`src/rtl/univ_counter_cmd_ctrl_if.sv`:
```
// Host-side command/completion bundle for the universal counter command sequencer.
interface univ_counter_cmd_ctrl_if #(
    parameter int unsigned N = 8
);
    logic         cmd_valid;
    logic         cmd_ready;
    logic [2:0]   cmd_op;
    logic [N-1:0] cmd_arg;
    logic         abort;
    logic         done_tick;
    logic [1:0]   done_status;
    logic [N-1:0] steps;
    logic         busy;
    logic [N-1:0] count;

    modport master (
        output cmd_valid, cmd_op, cmd_arg, abort,
        input  cmd_ready, done_tick, done_status, steps, busy, count
    );

    modport slave (
        input  cmd_valid, cmd_op, cmd_arg, abort,
        output cmd_ready, done_tick, done_status, steps, busy, count
    );
endinterface

```
`src/rtl/univ_counter_cmd_ctrl.sv`:
```
// Command sequencer for a universal binary counter: takes one host command at a time
// and drives clear/load/enable/up until it completes, then reports status and step count.
module univ_counter_cmd_ctrl #(
    parameter int unsigned N   = 8,
    parameter bit          SAT = 1'b1
) (
    input  logic                   clk,
    input  logic                   reset,
    univ_counter_cmd_ctrl_if.slave host,
    output logic                   ctr_syn_clr,
    output logic                   ctr_load,
    output logic                   ctr_en,
    output logic                   ctr_up,
    output logic [N-1:0]           ctr_d,
    input  logic [N-1:0]           ctr_q,
    input  logic                   ctr_max_tick,
    input  logic                   ctr_min_tick
);
    localparam logic [2:0] OP_CLEAR     = 3'd0;
    localparam logic [2:0] OP_LOAD      = 3'd1;
    localparam logic [2:0] OP_STEP_UP   = 3'd2;
    localparam logic [2:0] OP_STEP_DOWN = 3'd3;
    localparam logic [2:0] OP_RUN_MAX   = 3'd4;
    localparam logic [2:0] OP_RUN_MIN   = 3'd5;

    localparam logic [1:0] ST_OK        = 2'b00;
    localparam logic [1:0] ST_SATURATED = 2'b01;
    localparam logic [1:0] ST_ABORTED   = 2'b10;
    localparam logic [1:0] ST_ILLEGAL   = 2'b11;

    typedef enum logic [2:0] {IDLE, CLR, LD, STEP, RUN, DONE} state_t;

    state_t       state;
    logic [N-1:0] arg_q;
    logic [N-1:0] remaining;
    logic [N-1:0] step_cnt;
    logic [N-1:0] steps_q;
    logic [1:0]   status_q;
    logic         dir;

    logic         live_c;
    logic         tick_c;
    logic         en_c;

    // Abort suppresses every counter strobe in the cycle it is seen.
    assign live_c = !reset && !host.abort;
    assign tick_c = dir ? ctr_max_tick : ctr_min_tick;
    assign en_c   = live_c &&
                    ((state == STEP && remaining != '0 && !(SAT && tick_c)) ||
                     (state == RUN  && !tick_c));

    assign ctr_syn_clr = live_c && (state == CLR);
    assign ctr_load    = live_c && (state == LD);
    assign ctr_en      = en_c;
    assign ctr_up      = en_c && dir;
    assign ctr_d       = ctr_load ? arg_q : '0;

    assign host.cmd_ready   = !reset && (state == IDLE);
    assign host.busy        = !reset && (state != IDLE);
    assign host.done_tick   = !reset && (state == DONE);
    assign host.done_status = status_q;
    assign host.steps       = steps_q;
    assign host.count       = ctr_q;

    always_ff @(posedge clk) begin
        if (reset) begin
            state     <= IDLE;
            arg_q     <= '0;
            remaining <= '0;
            step_cnt  <= '0;
            steps_q   <= '0;
            status_q  <= ST_OK;
            dir       <= 1'b0;
        end else begin
            case (state)
                IDLE: begin
                    if (host.cmd_valid) begin
                        arg_q     <= host.cmd_arg;
                        remaining <= host.cmd_arg;
                        step_cnt  <= '0;
                        dir       <= (host.cmd_op == OP_STEP_UP) || (host.cmd_op == OP_RUN_MAX);
                        case (host.cmd_op)
                            OP_CLEAR:                 state <= CLR;
                            OP_LOAD:                  state <= LD;
                            OP_STEP_UP, OP_STEP_DOWN: state <= STEP;
                            OP_RUN_MAX, OP_RUN_MIN:   state <= RUN;
                            default: begin
                                state    <= DONE;
                                status_q <= ST_ILLEGAL;
                                steps_q  <= '0;
                            end
                        endcase
                    end
                end
                CLR, LD: begin
                    state    <= DONE;
                    status_q <= host.abort ? ST_ABORTED : ST_OK;
                    steps_q  <= '0;
                end
                STEP: begin
                    if (host.abort) begin
                        state    <= DONE;
                        status_q <= ST_ABORTED;
                        steps_q  <= step_cnt;
                    end else if (remaining == '0) begin
                        state    <= DONE;
                        status_q <= ST_OK;
                        steps_q  <= step_cnt;
                    end else if (SAT && tick_c) begin
                        state    <= DONE;
                        status_q <= ST_SATURATED;
                        steps_q  <= step_cnt;
                    end else begin
                        remaining <= remaining - N'(1);
                        step_cnt  <= step_cnt + N'(1);
                        // Finish on the last enable so DONE sees the final count.
                        if (remaining == N'(1)) begin
                            state    <= DONE;
                            status_q <= ST_OK;
                            steps_q  <= step_cnt + N'(1);
                        end
                    end
                end
                RUN: begin
                    if (host.abort) begin
                        state    <= DONE;
                        status_q <= ST_ABORTED;
                        steps_q  <= step_cnt;
                    end else if (tick_c) begin
                        state    <= DONE;
                        status_q <= ST_OK;
                        steps_q  <= step_cnt;
                    end else if (step_cnt != '1) begin
                        step_cnt <= step_cnt + N'(1);
                    end
                end
                DONE:    state <= IDLE;
                default: state <= IDLE;
            endcase
        end
    end
endmodule

```
`src/flat_wrapper.sv`:
```
// flat-port wrapper written by rule: the top's interface ports become plain ports
module univ_counter_cmd_ctrl_flat 
#(
    parameter int unsigned N   = 8,
    parameter bit          SAT = 1'b1
)
  (clk, reset, ctr_syn_clr, ctr_load, ctr_en, ctr_up, ctr_d, ctr_q, ctr_max_tick, ctr_min_tick, host_cmd_valid, host_cmd_op, host_cmd_arg, host_abort, host_cmd_ready, host_done_tick, host_done_status, host_steps, host_busy, host_count);
  univ_counter_cmd_ctrl_if #(.N(N)) host_i ();
  input  logic clk;
  input  logic reset;
  output logic ctr_syn_clr;
  output logic ctr_load;
  output logic ctr_en;
  output logic ctr_up;
  output logic [N-1:0] ctr_d;
  input  logic [N-1:0] ctr_q;
  input  logic ctr_max_tick;
  input  logic ctr_min_tick;
  input wire logic [$bits(host_i.cmd_valid)-1:0] host_cmd_valid;
  input wire logic [$bits(host_i.cmd_op)-1:0] host_cmd_op;
  input wire logic [$bits(host_i.cmd_arg)-1:0] host_cmd_arg;
  input wire logic [$bits(host_i.abort)-1:0] host_abort;
  output wire logic [$bits(host_i.cmd_ready)-1:0] host_cmd_ready;
  output wire logic [$bits(host_i.done_tick)-1:0] host_done_tick;
  output wire logic [$bits(host_i.done_status)-1:0] host_done_status;
  output wire logic [$bits(host_i.steps)-1:0] host_steps;
  output wire logic [$bits(host_i.busy)-1:0] host_busy;
  output wire logic [$bits(host_i.count)-1:0] host_count;
  assign host_i.cmd_valid = host_cmd_valid;
  assign host_i.cmd_op = host_cmd_op;
  assign host_i.cmd_arg = host_cmd_arg;
  assign host_i.abort = host_abort;
  assign host_cmd_ready = host_i.cmd_ready;
  assign host_done_tick = host_i.done_tick;
  assign host_done_status = host_i.done_status;
  assign host_steps = host_i.steps;
  assign host_busy = host_i.busy;
  assign host_count = host_i.count;
  univ_counter_cmd_ctrl #(.N(N), .SAT(SAT)) u_core (.clk(clk), .reset(reset), .host(host_i), .ctr_syn_clr(ctr_syn_clr), .ctr_load(ctr_load), .ctr_en(ctr_en), .ctr_up(ctr_up), .ctr_d(ctr_d), .ctr_q(ctr_q), .ctr_max_tick(ctr_max_tick), .ctr_min_tick(ctr_min_tick));
endmodule
```
`config.mk`:
```
export PLATFORM = sky130hd
export DESIGN_NAME = univ_counter_cmd_ctrl_flat
export DESIGN_NICKNAME = d
export VERILOG_FILES = /design/src/rtl/univ_counter_cmd_ctrl_if.sv /design/src/rtl/univ_counter_cmd_ctrl.sv /design/src/flat_wrapper.sv
export SDC_FILE = /design/constraint.sdc
export NUM_CORES = 1
export LEC_CHECK = 0
export ABC_AREA = 1
export ABC_CLOCK_PERIOD_IN_PS = 1600
export CAP_MARGIN = 20
export CORE_MARGIN = 2
export CORE_UTILIZATION = 47
export CTS_BUF_LIST = sky130_fd_sc_hd__clkbuf_4
export DETAILED_ROUTE_END_ITERATION = 10
export PLACE_DENSITY_LB_ADDON = 0.15
export SYNTH_ARGS = -nofsm -noshare
export SYNTH_HDL_FRONTEND = slang
export SYNTH_SLANG_ARGS = --single-unit
```
`constraint.sdc`:
```
create_clock -name clk -period 1.6 [get_ports clk]
set_clock_uncertainty 0.2 [all_clocks]
set_input_delay 0.32 -clock clk [delete_from_list [all_inputs] [get_ports clk]]
set_output_delay 0.32 -clock clk [all_outputs]
set_load 0.01 [all_outputs]
```
==> reports/results.txt, run 1 <==
Share of cells above drive strength 1 - 52.5%
Initial antenna violation count - 0
Hold WC Path Type - reg -> reg
Mapped Area - 2450 µm²
Worst IR Drop VDD - 1.29 mV
Post-layout min period - 2.17 ns
Pins Over Slew Limit - 0
CTS Hold Bufs - 0
CTS tree - built
Post-synth cell types - 34
Vias per std cell - 5.98
Sequential-to-total area share from yosys stat - 31.1%
Vias in the first global route - 3,127
Required time worst endpoint - 1.08 ns
Clk slew on worst S/H paths - 0.13 ns
Syn avg cell area - 6.41 µm²
Slew headroom - 74.8%
Critical Path Sink Type - output pin
Final instance area - 4490 µm²
Global route overflow - 0
Most frequent cells in the layout - buf_4, nand2_1, nor2_1, inv_1, dfxtp_1
Status - finished, violations left
Cells after DPL - 562
CTS sink cnt - 38
Post-route DRC - 0
Nets - 555
WS Path Type - reg -> out
Most common cell after layout, fill and taps aside - buf_4
Worst setup slack after layout - -0.566 ns
Ant diodes - 0
FF-to-FF End - u_core.host.steps[6]$_SDFFE_PP0P_
RSZ-0062 raised after global routing - true
Placed inst area - 3570 µm²
Synth-to-Final Area Change - 83.2%
Most common cell on crit path - nor2_4
Chip height - 76.2 µm
Post-route ant nets - 0
Failing checks - setup timing
Critical Path Source Type - flop
Clk root buf - clkbuf_4
R2R setup slack - -0.51 ns
Fin. Hold Viols - 0
Total core area - 5070 µm²
First drt pass iteration count - 6
Worst-skew pair later-pin latency - 0.37 ns
Largest net degree at the start of global routing - 15
Pre-CTS worst setup slack - -0.809 ns
Seq cells post-synth - 38
DR vias - 3,575
Starting Density - 48.3%
Crit path cell chain - inv_2, ha_4, nand2_4, nor2_4, nor2_4, nor2_4, buf_6, nor3_4, buf_2
R2r startpoint - u_core.remaining[1]$_SDFFE_PP0P_
Hold path endpoint - u_core.arg_q[5]$_SDFFE_PP0P_
IO buf count - 41
Top FF cell, synth - dfxtp_1
Cells after synthesis - 382
H-tree Lvls - 2
R2R cell count - 14
Total GRT Usage - 31.2%
TritonCTS Buffers - 5
Finished Layout Cells - 598
Post-synth ARST share - 0%
Max Cap Viol - 0
CP max stage delay - 0.35 ns
DP HPWL - 5650 µm
Leak - 2.03 nW
Worst Max-Slew Pin Slew - 0.377 ns
Crit-path slowest cell - dfxtp_2
Setup violators final - 53
Rows - 26
Critical path peak fanout - 2
Iter 0 DRT Violations - 402
Hold slack final - 0.285 ns
Period Utilization, post-route - 135%
Routed wire length - 12,500 µm
First-pass GRT wire length - 14,600 µm
Setup TNS - -15.25 ns
FMAX - 462 MHz
PD cells - 1870 nW/µm²
EDFF count, synth - 0
Syn nets - 410
Arrival time worst endpoint - 1.65 ns
IO Pins - 58
Final GP Congestion - 0.942
Yosys warning total - 0
Wire per inst - 20.9 µm
Die area - 5810 µm²
Hold path depth - 2
Worst hold start - u_core.arg_q[5]$_SDFFE_PP0P_
Bufs on Longest Clock Path - 2
Die Wd - 76.2 µm
==> what timing repair did <==
action | 4_1_cts | 5_1_grt
cloned | 2 | 1
setup buffers | 11 | 18
endpoints found under the setup margin | 63 | 53
pin swaps | 36 | 38
resized for setup | 184 | 99
==> cell families after synthesis <==
| logic type | count (synthesis) | synth area share, % |
|---|---|---|
| and+or+nand+nor | 196 | 37.1 |
| buffers and inverters | 73 | 13.4 |
| AOI/OAI and AO/OA | 67 | 15.1 |
| DFF | 38 | 31.1 |
| xor gates and xnor gates | 4 | 1.43 |
| adders and majority gates | 3 | 1.53 |
| muxes | 1 | 0.409 |
==> worst max-delay path by stage <==
stage | start | to | slack [ns] | depth (start not counted)
after floorplan | u_core.remaining[0]$_SDFFE_PP0P_ | ctr_up | -0.12 | 7
after global placement | reset | ctr_d[6] | -0.79 | 7
after detailed placement | reset | ctr_up | -0.81 | 6
after CTS | u_core.remaining[0]$_SDFFE_PP0P_ | ctr_en | -0.54 | 9
after global routing | u_core.remaining[1]$_SDFFE_PP0P_ | ctr_en | -0.62 | 9
final | u_core.remaining[0]$_SDFFE_PP0P_ | ctr_en | -0.57 | 9
==> state kept, by name, summed over array words and instances, names as in the netlist <==
name,count
u_core.arg_q,8
u_core.host.steps,8
u_core.remaining,8
u_core.step_cnt,8
u_core.state,3
u_core.host.done_status,2
u_core.dir,1
==> layout make-up <==
type / count / area, µm²
clock buffer: 5 / 37.5
clock inverter: 3 / 63.8
fill: 201 / 587
inverter: 56 / 233
multi-input combinational: 272 / 1910
sequential: 38 / 773
tap: 70 / 87.6
timing repair buffer: 154 / 1380
==> report_power, final <==
part           leakage, nW  switching, W  internal (W)  total, W
registers            0.315      0.000200       0.00126   0.00146
logic                 1.66       0.00333       0.00275   0.00608
clock network       0.0528      0.000367      0.000481  0.000848
==> synthesized netlist by cell type (2+ instances only) <==
| cell | instances | area share (%) |
|---|---|---|
| a21oi_1 | 27 | 5.5 |
| buf_2 | 5 | 1.0 |
| buf_4 | 9 | 2.8 |
| buf_6 | 2 | 0.92 |
| dfxtp_1 | 38 | 31 |
| ha_1 | 3 | 1.5 |
| inv_1 | 52 | 8.0 |
| inv_2 | 3 | 0.46 |
| nand2_1 | 79 | 12 |
| nand2_2 | 8 | 2.0 |
| nand3_1 | 23 | 4.7 |
| nand3_4 | 2 | 1.4 |
| nand4_1 | 6 | 1.5 |
| nor2_1 | 59 | 9.0 |
| nor2_2 | 3 | 0.77 |
| nor2_4 | 5 | 2.3 |
| nor3_1 | 4 | 0.82 |
| nor4_1 | 2 | 0.51 |
| o211ai_1 | 3 | 0.92 |
| o21ai_0 | 33 | 6.7 |
| xor2_1 | 3 | 1.1 |
==> metal layers <==
metal | part of all wire, % | global-route usage (%) | vias up
met2 | 47 | 55.7 | 306
met3 | 8.9 | 6.40 | 121
met1 | 35 | 36.4 | 1645
met5 | 0 | 0 | -
met4 | 8.8 | 12.5 | 0
li1 | - | - | 1503
==> worst max-delay path: cells and delay by family (launching register included) <==
| family | cells | cell delay, ns |
|---|---|---|
| simple gates | 5 | 0.44 |
| flops | 1 | 0.35 |
| buf+inv | 3 | 0.33 |
| fa+ha+maj | 1 | 0.15 |
==> per-stage QoR <==
stage	total power [W]	util [%]
floorplan	0.00347	-
global placement	0.00511	70.4
detailed placement	0.00523	70.4
CTS	0.00675	78.6
global route	0.00874	88.4
finish	0.00839	88.4
(Power assumes the default switching activity.)
==> run 2, diff against run 1 <==
--- a/config.mk
+++ b/config.mk
@@ -13,6 +13,7 @@
 export CTS_BUF_LIST = sky130_fd_sc_hd__clkbuf_4
 export DETAILED_ROUTE_END_ITERATION = 10
 export PLACE_DENSITY_LB_ADDON = 0.15
+export SETUP_SLACK_MARGIN = 0.15
 export SYNTH_ARGS = -nofsm -noshare
 export SYNTH_HDL_FRONTEND = slang
 export SYNTH_SLANG_ARGS = --single-unit
==> run 2 against run 1 <==
The flow still finishes with violations (setup timing). Utilization is 5.3 points lower. Worst hold slack improved by 0.012 ns. Via count is 10% lower. Sequential cell count is the same. Power decreased by 13%. Final cell count down 1.7%. Non-clock buffer count is 11 lower. Clock-buffer cell count stayed put. Critical path depth is the same. Setup slack better by 0.049 ns. Sequential share of layout area grew 1.4 points.
==> reports/results.txt, run 2 (same netlist as run 1, synthesis figures left out) <==
Worst Max-Slew Pin Slew - 0.339 ns (-0.0384 ns)
Share of cells above drive strength 1 - 52.5% (about the same)
Cells after DPL - 554 (-1.4%)
R2R cell count - 12 (-2)
Slew headroom - 77.4% (+2.5 points)
Pins Over Slew Limit - 0 (unchanged)
Total core area - 5070 µm² (unchanged)
CTS tree - built
Clk slew on worst S/H paths - 0.11 ns (-0.02 ns)
Die area - 5810 µm² (unchanged)
Status - finished, violations left
Wire per inst - 17.2 µm (-18%)
Clk root buf - clkbuf_4
Leak - 1.91 nW (-5.9%)
Critical Path Source Type - flop
Worst hold start - u_core.arg_q[2]$_SDFFE_PP0P_
DP HPWL - 5400 µm (-4.4%)
Bufs on Longest Clock Path - 2 (unchanged)
Arrival time worst endpoint - 1.60 ns (-0.05 ns)
PD cells - 1720 nW/µm² (-7.8%)
Critical Path Sink Type - output pin
Finished Layout Cells - 588 (-1.7%)
Synth-to-Final Area Change - 72.3%
Hold slack final - 0.298 ns (+0.0124 ns)
Most frequent cells in the layout - buf_4, nand2_1, inv_1, nor2_1, buf_6
Util after Layout - 83.2% (-5.3 points)
Vias per std cell - 5.46 (-8.7%)
Post-route ant nets - 0 (unchanged)
Rows - 26 (unchanged)
WS Path Type - reg -> out
Starting Density - 48.3% (unchanged)
Chip height - 76.2 µm (unchanged)
CTS sink cnt - 38 (unchanged)
Hold path endpoint - u_core.arg_q[2]$_SDFFE_PP0P_
TritonCTS Buffers - 5 (unchanged)
Max Cap Viol - 0 (unchanged)
Nets - 546 (-1.6%)
Required time worst endpoint - 1.08 ns (about the same)
IO Pins - 58 (unchanged)
Most common cell after layout, fill and taps aside - buf_4
Worst IR Drop VDD - 0.986 mV (-24%)
Routed wire length - 10,100 µm (-19%)
Hold WC Path Type - reg -> reg
R2r startpoint - u_core.state[1]$_SDFFE_PP0P_
Failing checks - setup timing
R2R setup slack - -0.38 ns (+0.13 ns)
Setup TNS - -14.12 ns (+1.12 ns)
Hold path depth - 2 (unchanged)
Setup violators final - 53 (unchanged)
Iter 0 DRT Violations - 289 (-28%)
CP Launch Point - u_core.remaining[1]$_SDFFE_PP0P_
Critical path peak fanout - 2 (unchanged)
First-pass GRT wire length - 13,500 µm (-8.0%)
DR vias - 3,209 (-10%)
RSZ-0062 raised after global routing - true
Worst setup slack after layout - -0.517 ns (+0.0492 ns)
Largest net degree at the start of global routing - 19 (+4)
IO buf count - 41 (unchanged)
FMAX - 472 MHz (+2.3%)
Total GRT Usage - 28.4% (-2.8 points)
Fin. Hold Viols - 0 (unchanged)
Period Utilization, post-route - 132% (-3.1 points)
Fillers - 300 (+49%)
Die Wd - 76.2 µm (unchanged)
Post-route DRC - 0 (unchanged)
Vias in the first global route - 2,826 (-9.6%)
Pre-CTS worst setup slack - -0.870 ns (-0.0605 ns)
Post-layout min period - 2.12 ns (-0.0492 ns)
Worst-skew pair later-pin latency - 0.38 ns (about the same)
H-tree Lvls - 2 (unchanged)
FF-to-FF End - u_core.host.steps[7]$_SDFFE_PP0P_
Ant diodes - 0 (unchanged)
Final GP Congestion - 0.898 (-4.7%)
Global route overflow - 0 (unchanged)
First drt pass iteration count - 5 (-1)
Initial antenna violation count - 0 (unchanged)
## run 2: changes by cell type in the layout (fill, tap and decap cells not counted), sizes merged
| cell | change |
|---|---|
| nand3 | +2 |
| bufinv | -2 |
| clkbuf | -1 |
| inv | +1 |
| dlygate4sd2 | -10 |
## run 2: cell type report
class	count	area, µm²	share of cell area [%]
Clock inverter	2	10.0	0.237
Sequential cell	38	788	18.7
Inverter	56	228	5.39
Timing Repair Buffer	143	1230	29.2
Tap cell	70	87.6	2.07
Clock buffer	5	37.5	0.889
Multi-Input combinational cell	274	1840	43.5
## run 2: worst max-delay path by stage
stage                        endpoint  slack (ns)  cells past startpoint
after detailed placement     ctr_d[1]       -0.87                      7
final                          ctr_en       -0.52                      9
after global placement    ctr_syn_clr       -0.83                      6
after global routing           ctr_en       -0.59                      9
after floorplan                ctr_up       -0.12                      7
after CTS                      ctr_en       -0.50                      9
## run 2: critical path, stage by stage, from the launching register on
cell,delay (ns)
dfxtp_2,0.35
inv_2,0.05
ha_4,0.17
nand2_4,0.07
nor2_4,0.04
nor2_4,0.12
nor2_4,0.06
buf_6,0.11
nor3_4,0.09
buf_2,0.15
## run 2: stage by stage
step | area (µm²) | power (W)
floorplan | 2620 | 0.00363
global placement | 3570 | 0.00502
detailed placement | 3570 | 0.00512
CTS | 3980 | 0.00631
global route | 4220 | 0.00764
finish | 4220 | 0.00727
## run 2: repair_timing
item	in CTS	in global routing
hold buffers	0	0
endpoints found under the setup margin	63	63
buffers inserted	11	13
pin swaps	45	34
cloned	3	0
gates resized for setup	180	70
hold endpoints to repair	0	0
## run 2: per-layer routing
layer  share of wire (%)  GRT usage [%]
met5                   0              0
met4                 3.4           10.4
met3                 8.6           4.98
met2                  49           46.2
met1                  39           38.0
## run 2: where the power goes
| group | leakage (nW) | internal [W] | total (W) | switching [W] |
|---|---|---|---|---|
| sequential | 0.319 | 0.00129 | 0.00147 | 0.000187 |
| combinational | 1.56 | 0.00235 | 0.00529 | 0.00294 |
| clock | 0.0308 | 0.000158 | 0.000509 | 0.000351 |
==> run 3, diff against run 2 <==
--- a/config.mk
+++ b/config.mk
@@ -7,7 +7,7 @@
 export LEC_CHECK = 0
 export ABC_AREA = 1
 export ABC_CLOCK_PERIOD_IN_PS = 1600
-export CAP_MARGIN = 20
+export CAP_MARGIN = 30
 export CORE_MARGIN = 2
 export CORE_UTILIZATION = 47
 export CTS_BUF_LIST = sky130_fd_sc_hd__clkbuf_4
==> results of run 3 <==
The final DEF is identical to that of run 2; final timing and power are the same.
